$ cat src/rtl/edge_marker_pkg.sv
// rtl/edge_marker_pkg.sv - edge code values, frame geometry and FSM state type for edge_marker
package edge_marker_pkg;

    localparam int FRAME_W      = 640;
    localparam int FRAME_H      = 480;
    localparam int FRAME_PIXELS = FRAME_W * FRAME_H;

    // Shared with the contour tracer, which rewrites candidates to traced/cleared.
    localparam logic [2:0] EDGE_NONE    = 3'b000;
    localparam logic [2:0] EDGE_CAND    = 3'b011;
    localparam logic [2:0] EDGE_TRACED  = 3'b111;
    localparam logic [2:0] EDGE_CLEARED = 3'b001;

    typedef enum logic [2:0] {
        ST_IDLE,
        ST_READ,
        ST_FLUSH,
        ST_DRAIN,
        ST_DONE
    } state_t;

    // Neighbour inputs are already forced to background when outside the frame.
    function automatic logic [2:0] classify(input logic c, input logic up, input logic dn,
                                            input logic lf, input logic rt);
        return (c && !(up && dn && lf && rt)) ? EDGE_CAND : EDGE_NONE;
    endfunction

endpackage

$ cat src/rtl/edge_marker_if.sv
// rtl/edge_marker_if.sv - mask BRAM read port and edge BRAM write port bundle
interface edge_marker_if #(
    parameter int ADDR_W = 19
);
    logic [ADDR_W-1:0] mask_addr;
    logic              mask_data;
    logic              edge_we;
    logic [ADDR_W-1:0] edge_addr_write;
    logic [2:0]        bram_write;

    modport master (
        output mask_addr,
        input  mask_data,
        output edge_we,
        output edge_addr_write,
        output bram_write
    );

    modport slave (
        input  mask_addr,
        output mask_data,
        input  edge_we,
        input  edge_addr_write,
        input  bram_write
    );
endinterface

$ cat src/rtl/edge_marker_line_buffer.sv
// rtl/edge_marker_line_buffer.sv - WIDTH-deep 1-bit delay line advancing only when en is high
module edge_marker_line_buffer #(
    parameter int WIDTH = 640
) (
    input  logic clk,
    input  logic rst_n,
    input  logic en,
    input  logic din,
    output logic dout
);
    logic [WIDTH-1:0] mem_q;
    logic [WIDTH-1:0] mem_d;

    always_comb begin
        mem_d = mem_q;
        if (en) begin
            mem_d = {mem_q[WIDTH-2:0], din};
        end
    end

    always_ff @(posedge clk or negedge rst_n) begin
        if (!rst_n) begin
            mem_q <= '0;
        end else begin
            mem_q <= mem_d;
        end
    end

    assign dout = mem_q[WIDTH-1];

endmodule

$ cat src/rtl/edge_marker.sv
// rtl/edge_marker.sv - raster scan of the foreground mask, writing an edge code per pixel
module edge_marker
    import edge_marker_pkg::*;
#(
    parameter int WIDTH        = FRAME_W,
    parameter int HEIGHT       = FRAME_H,
    parameter int READ_LATENCY = 2,
    parameter int ADDR_W       = 19
) (
    input  logic              clk,
    input  logic              rst_n,
    input  logic              start,
    edge_marker_if.master     bram,
    output logic [ADDR_W-1:0] edge_count,
    output logic              done
);
    localparam logic [ADDR_W-1:0] LAST_PIX  = ADDR_W'(WIDTH * HEIGHT - 1);
    localparam logic [ADDR_W-1:0] FIRST_CTR = ADDR_W'(WIDTH + 1);
    localparam logic [ADDR_W-1:0] FLUSH_END = ADDR_W'(WIDTH);
    localparam logic [ADDR_W-1:0] LAST_X    = ADDR_W'(WIDTH - 1);
    localparam logic [ADDR_W-1:0] LAST_Y    = ADDR_W'(HEIGHT - 1);
    localparam logic [ADDR_W-1:0] CNT_MAX   = '1;

    state_t                  state_q, state_d;
    logic [ADDR_W-1:0]       rd_addr_q, rd_addr_d;
    logic [ADDR_W-1:0]       fl_cnt_q, fl_cnt_d;
    logic [READ_LATENCY-1:0] vld_q, vld_d;
    logic [READ_LATENCY-1:0] fls_q, fls_d;
    logic [ADDR_W-1:0]       in_idx_q, in_idx_d;
    logic [ADDR_W-1:0]       wr_ptr_q, wr_ptr_d;
    logic [ADDR_W-1:0]       cx_q, cx_d;
    logic [ADDR_W-1:0]       cy_q, cy_d;
    logic                    we_q, we_d;
    logic [ADDR_W-1:0]       waddr_q, waddr_d;
    logic [2:0]              code_q, code_d;
    logic [ADDR_W-1:0]       cnt_q, cnt_d;
    logic                    done_q, done_d;
    logic                    d1_q, d1_d;
    logic                    a1_q, a1_d;
    logic                    a2_q, a2_d;
    logic                    b1_q, b1_d;

    logic       push, push_flush;
    logic       in_valid, in_pix, centre_ok;
    logic       lb_a_out, lb_b_out;
    logic       nb_up, nb_dn, nb_lf, nb_rt;
    logic [2:0] cls;

    // Flush slots travel through the same tag pipe so they land right behind the last read.
    assign in_valid  = vld_q[READ_LATENCY-1];
    assign in_pix    = in_valid & ~fls_q[READ_LATENCY-1] & bram.mask_data;
    assign centre_ok = in_valid && (in_idx_q >= FIRST_CTR);

    // Centre is input i-WIDTH-1; down is the previous input, right is buffer A's tap.
    assign nb_up = (cy_q != '0) && b1_q;
    assign nb_dn = (cy_q != LAST_Y) && d1_q;
    assign nb_lf = (cx_q != '0) && a2_q;
    assign nb_rt = (cx_q != LAST_X) && lb_a_out;
    assign cls   = classify(a1_q, nb_up, nb_dn, nb_lf, nb_rt);

    edge_marker_line_buffer #(.WIDTH(WIDTH)) u_lb_a (
        .clk  (clk),
        .rst_n(rst_n),
        .en   (in_valid),
        .din  (in_pix),
        .dout (lb_a_out)
    );

    edge_marker_line_buffer #(.WIDTH(WIDTH)) u_lb_b (
        .clk  (clk),
        .rst_n(rst_n),
        .en   (in_valid),
        .din  (lb_a_out),
        .dout (lb_b_out)
    );

    always_comb begin
        state_d    = state_q;
        rd_addr_d  = rd_addr_q;
        fl_cnt_d   = fl_cnt_q;
        in_idx_d   = in_idx_q;
        wr_ptr_d   = wr_ptr_q;
        cx_d       = cx_q;
        cy_d       = cy_q;
        we_d       = 1'b0;
        waddr_d    = '0;
        code_d     = EDGE_NONE;
        cnt_d      = cnt_q;
        done_d     = done_q;
        d1_d       = d1_q;
        a1_d       = a1_q;
        a2_d       = a2_q;
        b1_d       = b1_q;
        push       = 1'b0;
        push_flush = 1'b0;

        case (state_q)
            ST_IDLE: begin
                if (start && !done_q) begin
                    state_d   = ST_READ;
                    rd_addr_d = '0;
                end
            end
            ST_READ: begin
                push      = 1'b1;
                rd_addr_d = rd_addr_q + 1'b1;
                if (rd_addr_q == LAST_PIX) begin
                    state_d   = ST_FLUSH;
                    rd_addr_d = '0;
                    fl_cnt_d  = '0;
                end
            end
            ST_FLUSH: begin
                push       = 1'b1;
                push_flush = 1'b1;
                fl_cnt_d   = fl_cnt_q + 1'b1;
                if (fl_cnt_q == FLUSH_END) begin
                    state_d = ST_DRAIN;
                end
            end
            ST_DRAIN: begin
                if (we_q && waddr_q == LAST_PIX) begin
                    state_d = ST_DONE;
                    done_d  = 1'b1;
                end
            end
            ST_DONE: begin
                done_d = 1'b1;
            end
            default: state_d = ST_IDLE;
        endcase

        vld_d = (vld_q << 1) | READ_LATENCY'(push);
        fls_d = (fls_q << 1) | READ_LATENCY'(push_flush);

        if (in_valid) begin
            in_idx_d = in_idx_q + 1'b1;
            d1_d     = in_pix;
            a1_d     = lb_a_out;
            a2_d     = a1_q;
            b1_d     = lb_b_out;
        end

        if (centre_ok) begin
            we_d     = 1'b1;
            waddr_d  = wr_ptr_q;
            code_d   = cls;
            wr_ptr_d = wr_ptr_q + 1'b1;
            if (cls == EDGE_CAND && cnt_q != CNT_MAX) begin
                cnt_d = cnt_q + 1'b1;
            end
            if (cx_q == LAST_X) begin
                cx_d = '0;
                cy_d = (cy_q == LAST_Y) ? '0 : cy_q + 1'b1;
            end else begin
                cx_d = cx_q + 1'b1;
            end
        end

        if (!start) begin
            state_d   = ST_IDLE;
            rd_addr_d = '0;
            fl_cnt_d  = '0;
            vld_d     = '0;
            fls_d     = '0;
            in_idx_d  = '0;
            wr_ptr_d  = '0;
            cx_d      = '0;
            cy_d      = '0;
            we_d      = 1'b0;
            waddr_d   = '0;
            code_d    = EDGE_NONE;
            cnt_d     = '0;
            done_d    = 1'b0;
        end
    end

    always_ff @(posedge clk or negedge rst_n) begin
        if (!rst_n) begin
            state_q   <= ST_IDLE;
            rd_addr_q <= '0;
            fl_cnt_q  <= '0;
            vld_q     <= '0;
            fls_q     <= '0;
            in_idx_q  <= '0;
            wr_ptr_q  <= '0;
            cx_q      <= '0;
            cy_q      <= '0;
            we_q      <= 1'b0;
            waddr_q   <= '0;
            code_q    <= EDGE_NONE;
            cnt_q     <= '0;
            done_q    <= 1'b0;
            d1_q      <= 1'b0;
            a1_q      <= 1'b0;
            a2_q      <= 1'b0;
            b1_q      <= 1'b0;
        end else begin
            state_q   <= state_d;
            rd_addr_q <= rd_addr_d;
            fl_cnt_q  <= fl_cnt_d;
            vld_q     <= vld_d;
            fls_q     <= fls_d;
            in_idx_q  <= in_idx_d;
            wr_ptr_q  <= wr_ptr_d;
            cx_q      <= cx_d;
            cy_q      <= cy_d;
            we_q      <= we_d;
            waddr_q   <= waddr_d;
            code_q    <= code_d;
            cnt_q     <= cnt_d;
            done_q    <= done_d;
            d1_q      <= d1_d;
            a1_q      <= a1_d;
            a2_q      <= a2_d;
            b1_q      <= b1_d;
        end
    end

    assign bram.mask_addr       = rd_addr_q;
    assign bram.edge_we         = we_q;
    assign bram.edge_addr_write = waddr_q;
    assign bram.bram_write      = code_q;
    assign edge_count           = cnt_q;
    assign done                 = done_q;

endmodule
$ cat src/flat_wrapper.sv
// flat-port wrapper written by rule: the top's interface ports become plain ports
module edge_marker_flat import edge_marker_pkg::*;
#(
    parameter int WIDTH        = FRAME_W,
    parameter int HEIGHT       = FRAME_H,
    parameter int READ_LATENCY = 2,
    parameter int ADDR_W       = 19
)
  (clk, rst_n, start, edge_count, done, bram_mask_addr, bram_mask_data, bram_edge_we, bram_edge_addr_write, bram_bram_write);
  edge_marker_if #(.ADDR_W(ADDR_W)) bram_i ();
  input  logic clk;
  input  logic rst_n;
  input  logic start;
  output logic [ADDR_W-1:0] edge_count;
  output logic done;
  output wire logic [$bits(bram_i.mask_addr)-1:0] bram_mask_addr;
  input wire logic [$bits(bram_i.mask_data)-1:0] bram_mask_data;
  output wire logic [$bits(bram_i.edge_we)-1:0] bram_edge_we;
  output wire logic [$bits(bram_i.edge_addr_write)-1:0] bram_edge_addr_write;
  output wire logic [$bits(bram_i.bram_write)-1:0] bram_bram_write;
  assign bram_mask_addr = bram_i.mask_addr;
  assign bram_i.mask_data = bram_mask_data;
  assign bram_edge_we = bram_i.edge_we;
  assign bram_edge_addr_write = bram_i.edge_addr_write;
  assign bram_bram_write = bram_i.bram_write;
  edge_marker #(.WIDTH(WIDTH), .HEIGHT(HEIGHT), .READ_LATENCY(READ_LATENCY), .ADDR_W(ADDR_W)) u_core (.clk(clk), .rst_n(rst_n), .start(start), .bram(bram_i), .edge_count(edge_count), .done(done));
endmodule
$ cat config.mk
export PLATFORM = sky130hd
export DESIGN_NAME = edge_marker_flat
export DESIGN_NICKNAME = d
export VERILOG_FILES = /design/src/rtl/edge_marker_pkg.sv /design/src/rtl/edge_marker_if.sv /design/src/rtl/edge_marker_line_buffer.sv /design/src/rtl/edge_marker.sv /design/src/flat_wrapper.sv
export SDC_FILE = /design/constraint.sdc
export NUM_CORES = 2
export LEC_CHECK = 0
export ABC_AREA = 1
export BUFFER_PORTS_ARGS = -buffer_cell sky130_fd_sc_hd__buf_2
export CAP_MARGIN = 10
export CORE_MARGIN = 4
export CORE_UTILIZATION = 50
export DETAILED_ROUTE_END_ITERATION = 10
export PLACE_DENSITY_LB_ADDON = 0.15
export SLEW_MARGIN = 20
export SYNTH_ARGS = -nofsm -noshare
export SYNTH_HDL_FRONTEND = slang
export SYNTH_HIERARCHICAL = 1
export SYNTH_SLANG_ARGS = --single-unit
$ cat constraint.sdc
create_clock -name clk -period 2.9 [get_ports clk]
set_clock_uncertainty 0.05 [all_clocks]
set_input_delay 0.435 -clock clk [delete_from_list [all_inputs] [get_ports clk]]
set_output_delay 0.435 -clock clk [all_outputs]
set_load 0.02 [all_outputs]
# After elaboration in Yosys (flattened, before gate mapping)
# Index checks and enable logic that the tools add are counted.
totals:
  regBits: 1448
  input_bits: 4
classes:
  n_addsub: 7
  magnitude_cmp: 1
  n_eq_ne: 25
  muxes: 41
  bitwise: 5
  reduce_logical: 24
op_table:
  columns: ["cell", "n"]
  rows:
  - ["$mux W19", 21]
  - ["$add A19 B1 Y19 const B", 7]
  - ["$pmux W19 S2", 2]
  - ["$eq A19 B10 Y1 const B", 2]
  - ["$eq A19 B19 Y1 const B", 2]
  - ["$reduce_bool A19 Y1", 2]
  - ["$mux W3", 7]
  - ["$eq A19 B9 Y1 const B", 1]
  - ["$ge A19 B10 Y1 const B", 1]
  - ["$ne A19 B10 Y1 const B", 1]
  - ["$ne A19 B19 Y1 const B", 1]
  - ["$ne A19 B9 Y1 const B", 1]
  - ["$pmux W3 S5", 1]
  - ["$logic_and A1 B1 Y1", 12]
  - ["$ne A3 B2 Y1 const B", 4]
  - ["$reduce_and A2 Y1", 5]
  - ["$eq A3 B2 Y1 const B", 3]
  - ["$ne A3 B1 Y1 const B", 3]
  - ["$ne A2 B1 Y1 const B", 4]
  - ["$mux W1", 6]
  - ["$mux W2", 3]
  - ["$reduce_and A5 Y1", 1]
  - ["$or A2 B1 Y2", 2]
  - ["$eq A3 B1 Y1 const B", 1]
  - ["8 further kinds", 10]

# Longest topological paths before layout
depth:
  word_depth: 13
  depth_mapped: 14
  ltp_nobuf: 14

# Hierarchy
# Netlist, hierarchy kept.
by_module_without_submodules:
  columns: ["module", "n_inst", "cells_per_inst", "area_per_inst_um2"]
  rows:
  - ["edge_marker_line_buffer", 2, 2702, 23944.2]
  - ["edge_marker", 1, 1323, 9726.8]

# Worst setup path after synthesis
# No wires, ideal clock.
synth_path:
  kind: "reg2reg"
  startpoint: "register u_core.cnt_q[0], in the netlist u_core/edge_count[0]"
  endpoint: "register u_core.cnt_q[0], in the netlist u_core/edge_count[0]"
  setup_time_ns: 0.119
  t_arrival_ns: 1.820
  t_required_ns: 2.731
  path_slack_ns: 0.911
  stages_incl_launch_ff: 11
  path_cell_list: "dfrtp_1 ha_1 nand3_1 nor2_2 nand2_2 nor2_4 nand4_1 nand3_1 nand2_1 nand3_1 nand2_1"
synth_between:
  elab_chain_cells: 4
synth_rtl:
  columns: ["item", "line_no", "source"]
  rows:
  - ["start, declared", "edge_marker.sv:36", "logic [ADDR_W-1:0] cnt_q, cnt_d;"]
  - ["start signal, assigned", "edge_marker.sv:211", "cnt_q <= cnt_d;"]
  - ["$add A19 B1 Y19 or $ne A19 B19 Y1 (tied branches)", "edge_marker.sv:150, edge_marker.sv:149", null]
  - ["$mux W19 or $logic_and A1 B1 Y1 (tied branches)", "edge_marker.sv:149", "if (cls == EDGE_CAND && cnt_q != CNT_MAX) begin"]
  - ["$mux W19 or $ne A2 B1 Y1 (tied branches)", null, null]
  - ["$mux W19 or $reduce_and A2 Y1 (tied branches)", null, null]
# Several ways; a longest one is shown, not always the timed one. The select of a mux whose other input is x is not followed.
# A chain may end at the register's enable or synchronous reset.

# Worst setup path after layout
layout_path:
  startpoint: "register u_core.cx_q[1]"
  endpoint: "register u_core.cy_q[3]"
layout_between:
  elab_chain_cells: 3
layout_rtl:
  columns: ["item", "line_no", "source"]
  rows:
  - ["start, declared", "edge_marker.sv:31", "logic [ADDR_W-1:0] cx_q, cx_d;"]
  - ["start signal, assigned", "edge_marker.sv:187", "cx_q <= '0;"]
  - ["start signal, assigned", "edge_marker.sv:206", "cx_q <= cx_d;"]
  - ["$eq A19 B10 Y1", "edge_marker.sv:152", "if (cx_q == LAST_X) begin"]
  - ["$ne A2 B1 Y1 (no line)", null, null]
  - ["$reduce_and A2 Y1 (no line)", null, null]
  - ["end signal, assigned", "edge_marker.sv:207", "cy_q <= cy_d;"]
  - ["end, declared", "edge_marker.sv:32", "logic [ADDR_W-1:0] cy_q, cy_d;"]
# Every way passes these cells.

==> metrics.csv <==
metric,value,unit
Leakage,36.3,nW
global-route usage over all layers,17.1,%
CP max FO,20,
drt first pass iters,7,
crit path kind,flop to flop,
largest cells by area after synthesis,"dfrtp_1 (63%), nand2_1 (27%), buf_2 (2.3%)",
ant diodes,0,
Overflow after GRT,0,
Worst R2R Path Depth,10,
clk_lat worst skew,750,ps
DR WL/cell,12.1,um
CTS sink cnt,1446,
Synth Warn #,6,
register bit count reported by yosys,1446,
pwr dens,672,mW/mm2
worst path arrival time,2950,ps
syn nets,6742,
Initial Utilization,50.4,%
worst slack at placement,529,ps
Worst VDD drop,0.000595,V
DRC,0,
Setup crit end kind,flop,
CTS tree,done,
Critical Path RT,3450,ps
post-synth top area share,62.8,%
type of origin of the critical path,flop,
core footprint,0.114,mm2
max-slew violation count,0,
crit share post-route,82.9,%
Ports,66,
worst hold margin,251,ps
largest net degree at the start of global routing,189,
post-route ant nets,0,
final worst slack,497,ps
clock transition at the registers of the reported paths,60,ps
fillers,10254,
Fin. Hold Viols,0,
syn avg cell area,8.56,um2
Routed WL,101000,um
final setup TNS,0,ps
Post-Syn Area,0.0576,mm2
status,"finished, final reports clean",
layout cells sized above 1,6.51,%
Mapped Cells,6727,
fin crit period,2400,ps
cts bufs inserted,150,
# Post-CTS Setup Buffers,0,
# setup viols final,0,
Fmax,416,MHz
worst-margin pin slew,833,ps
port bufs,64,
first-pass GRT wire length,182000,um
routed via count,40196,
initial antenna violation count,0,
max cap viols,0,
register area share after synthesis,62.8,%
vias per cell,4.81,
post-DP HPWL,57300,um
routability congestion estimate from global placement,0.830,
Total Die Area,0.121,mm2
row cnt,124,
final-stage net count,6732,
Reg2Reg Setup Slack,500,ps
Synth area leader,dfrtp_1,
RR Endpoint,u_core/cy_q[3],
area delta synth->final,12.0,%
Worst R2R Start,u_core/cx_q[1],
starting DRC count in detailed routing,3353,
CTS Root Cell,clkbuf_16,
Yosys cell types,41,
slew margin rel.,44.4,%
chip height,347,um
deepest clock path buffer count,3,
Die W,347,um
worst min path class,primary input to asynchronous set/reset pin,
H-tree levels,4,
vias in the first global route,39037,
RSZ-0062 raised after global routing,no,
-- per-stage QoR --
| stage | area, um2 | total power [mW] | instances | utilization (%) |
|---|---|---|---|---|
| 5_1_grt | 64500 | 45.3 | 8351 | 56.4 |
| 6_report | 64500 | 43.4 | 8351 | 56.4 |
| 3_5_place_dp | 59400 | 24.2 | 8074 | 51.9 |
| 4_1_cts | 64500 | 44.2 | 8351 | 56.4 |
| 3_3_place_gp | 59400 | 24.2 | 8074 | 51.9 |
| 2_1_floorplan | 57600 | 23.2 | 6727 | - |
-- synthesized netlist by cell type, drive strengths merged --
cell and instances:
ha 11, o211a 1, nand3 126, xor2 41, nor2 195, clkbuf 27, a31oi 3, conb 1
nor4 9, nor3b 2, xnor2 5, and3 1, inv 162, nor3 58, mux2i 1, dfrtp 1446
o31ai 15, o21ai 67, a21oi 40, nand2 4153, o311a 1, o22ai 3, nand4 45, or2 4
nand3b 12, o41ai 5, buf 293
-- cells by family (layout without fill, tap and decap cells) --
logic type	after synthesis	after routing	synth area share, %
muxes	1	1	0.0174
other	1	1	0.00651
AOI/OAI and AO/OA	135	135	1.34
buffers and inverters	482	594	3.93
DFF	1446	1446	62.8
adders and majority gates	11	11	0.239
xor gates and xnor gates	46	46	0.699
and+or+nand+nor	4605	4605	31.0
-- critical path, stage by stage, from the launching register on --
cell	delay, ps
dfrtp_1	370
ha_1	270
inv_1	90
nor2_2	180
nand2_1	150
nor2_2	180
nand3_2	140
nand2_2	180
nand2_4	190
inv_2	300
o21ai_0	150
-- timing repair --
action	in CTS	in global routing
gates resized for setup	0	0
hold buffers	3	0
hold endpoints to repair	57	0
-- area by class of cell --
type	instances	area, um2	share of cell area [%]
Sequential cell	1446	36200	56.1
Multi-Input combinational cell	4799	19200	29.7
Clock buffer	215	4330	6.71
Tap cell	1512	1890	2.93
Timing Repair Buffer	158	1550	2.40
Clock inverter	59	791	1.23
Inverter	162	623	0.965
-- power breakdown --
part | switching [mW] | internal (mW) | total (mW)
registers | 0.118 | 20.3 | 20.4
clock network | 7.96 | 11.6 | 19.6
logic | 2.70 | 0.650 | 3.35
-- metal layers --
metal  global-route usage (%)  share of wire (%)  vias up
met2                     27.8                 45      444
met1                     24.2                 50    19155
met5                        0                  0        -
met3                     2.97                3.2      123
li1                         -                  -    20474
met4                     4.44                1.7        0
-- registers in the layout, indices dropped and copies added (netlist names) --
signal	cells
u_core/bram.edge_we	1
u_core/wr_ptr_q	19
u_core/a1_q	1
u_core/fl_cnt_q	19
u_core/cy_q	19
u_core/d1_q	1
u_core/edge_count	19
u_core/bram.bram_write	1
u_core/bram.mask_addr	19
u_core/bram.edge_addr_write	19
u_core/u_lb_b/mem_q	640
u_core/done	1
u_core/b1_q	1
u_core/a2_q	1
u_core/cx_q	19
u_core/in_idx_q	19
u_core/u_lb_a/mem_q	640
u_core/vld_q	2
u_core/state_q	3
u_core/fls_q	2
-- how the worst max path moves through the flow --
| stage | from | endpoint | slack (ps) |
|---|---|---|---|
| 2_1_floorplan | u_core/edge_count[0] | u_core/edge_count[0] | 910 |
| 3_3_place_gp | u_core/in_idx_q[1] | u_core/cy_q[12] | 570 |
| 3_5_place_dp | u_core/in_idx_q[1] | u_core/cy_q[3] | 530 |
| 4_1_cts | u_core/cx_q[1] | u_core/cy_q[3] | 500 |
| 5_1_grt | u_core/cx_q[0] | u_core/cy_q[3] | 290 |
| 6_report | u_core/cx_q[1] | u_core/cy_q[3] | 500 |
-- placed cells by master, fill, tap and decap left out, types with 14 or more instances in the layout --
| cell type | n |
|---|---|
| xor2_1 | 41 |
| clkbuf_16 | 152 |
| clkbuf_8 | 29 |
| dfrtp_1 | 1445 |
| clkinv_2 | 25 |
| nor2_1 | 184 |
| a21oi_1 | 40 |
| nand4_1 | 44 |
| nand3_1 | 123 |
| buf_4 | 51 |
| nor3_1 | 53 |
| o21ai_0 | 60 |
| buf_12 | 41 |
| o31ai_1 | 14 |
| clkbuf_1 | 34 |
| nand2_1 | 4146 |
| inv_1 | 150 |
| buf_2 | 63 |
No activity file was read; power rests on OpenSTA's default activity.
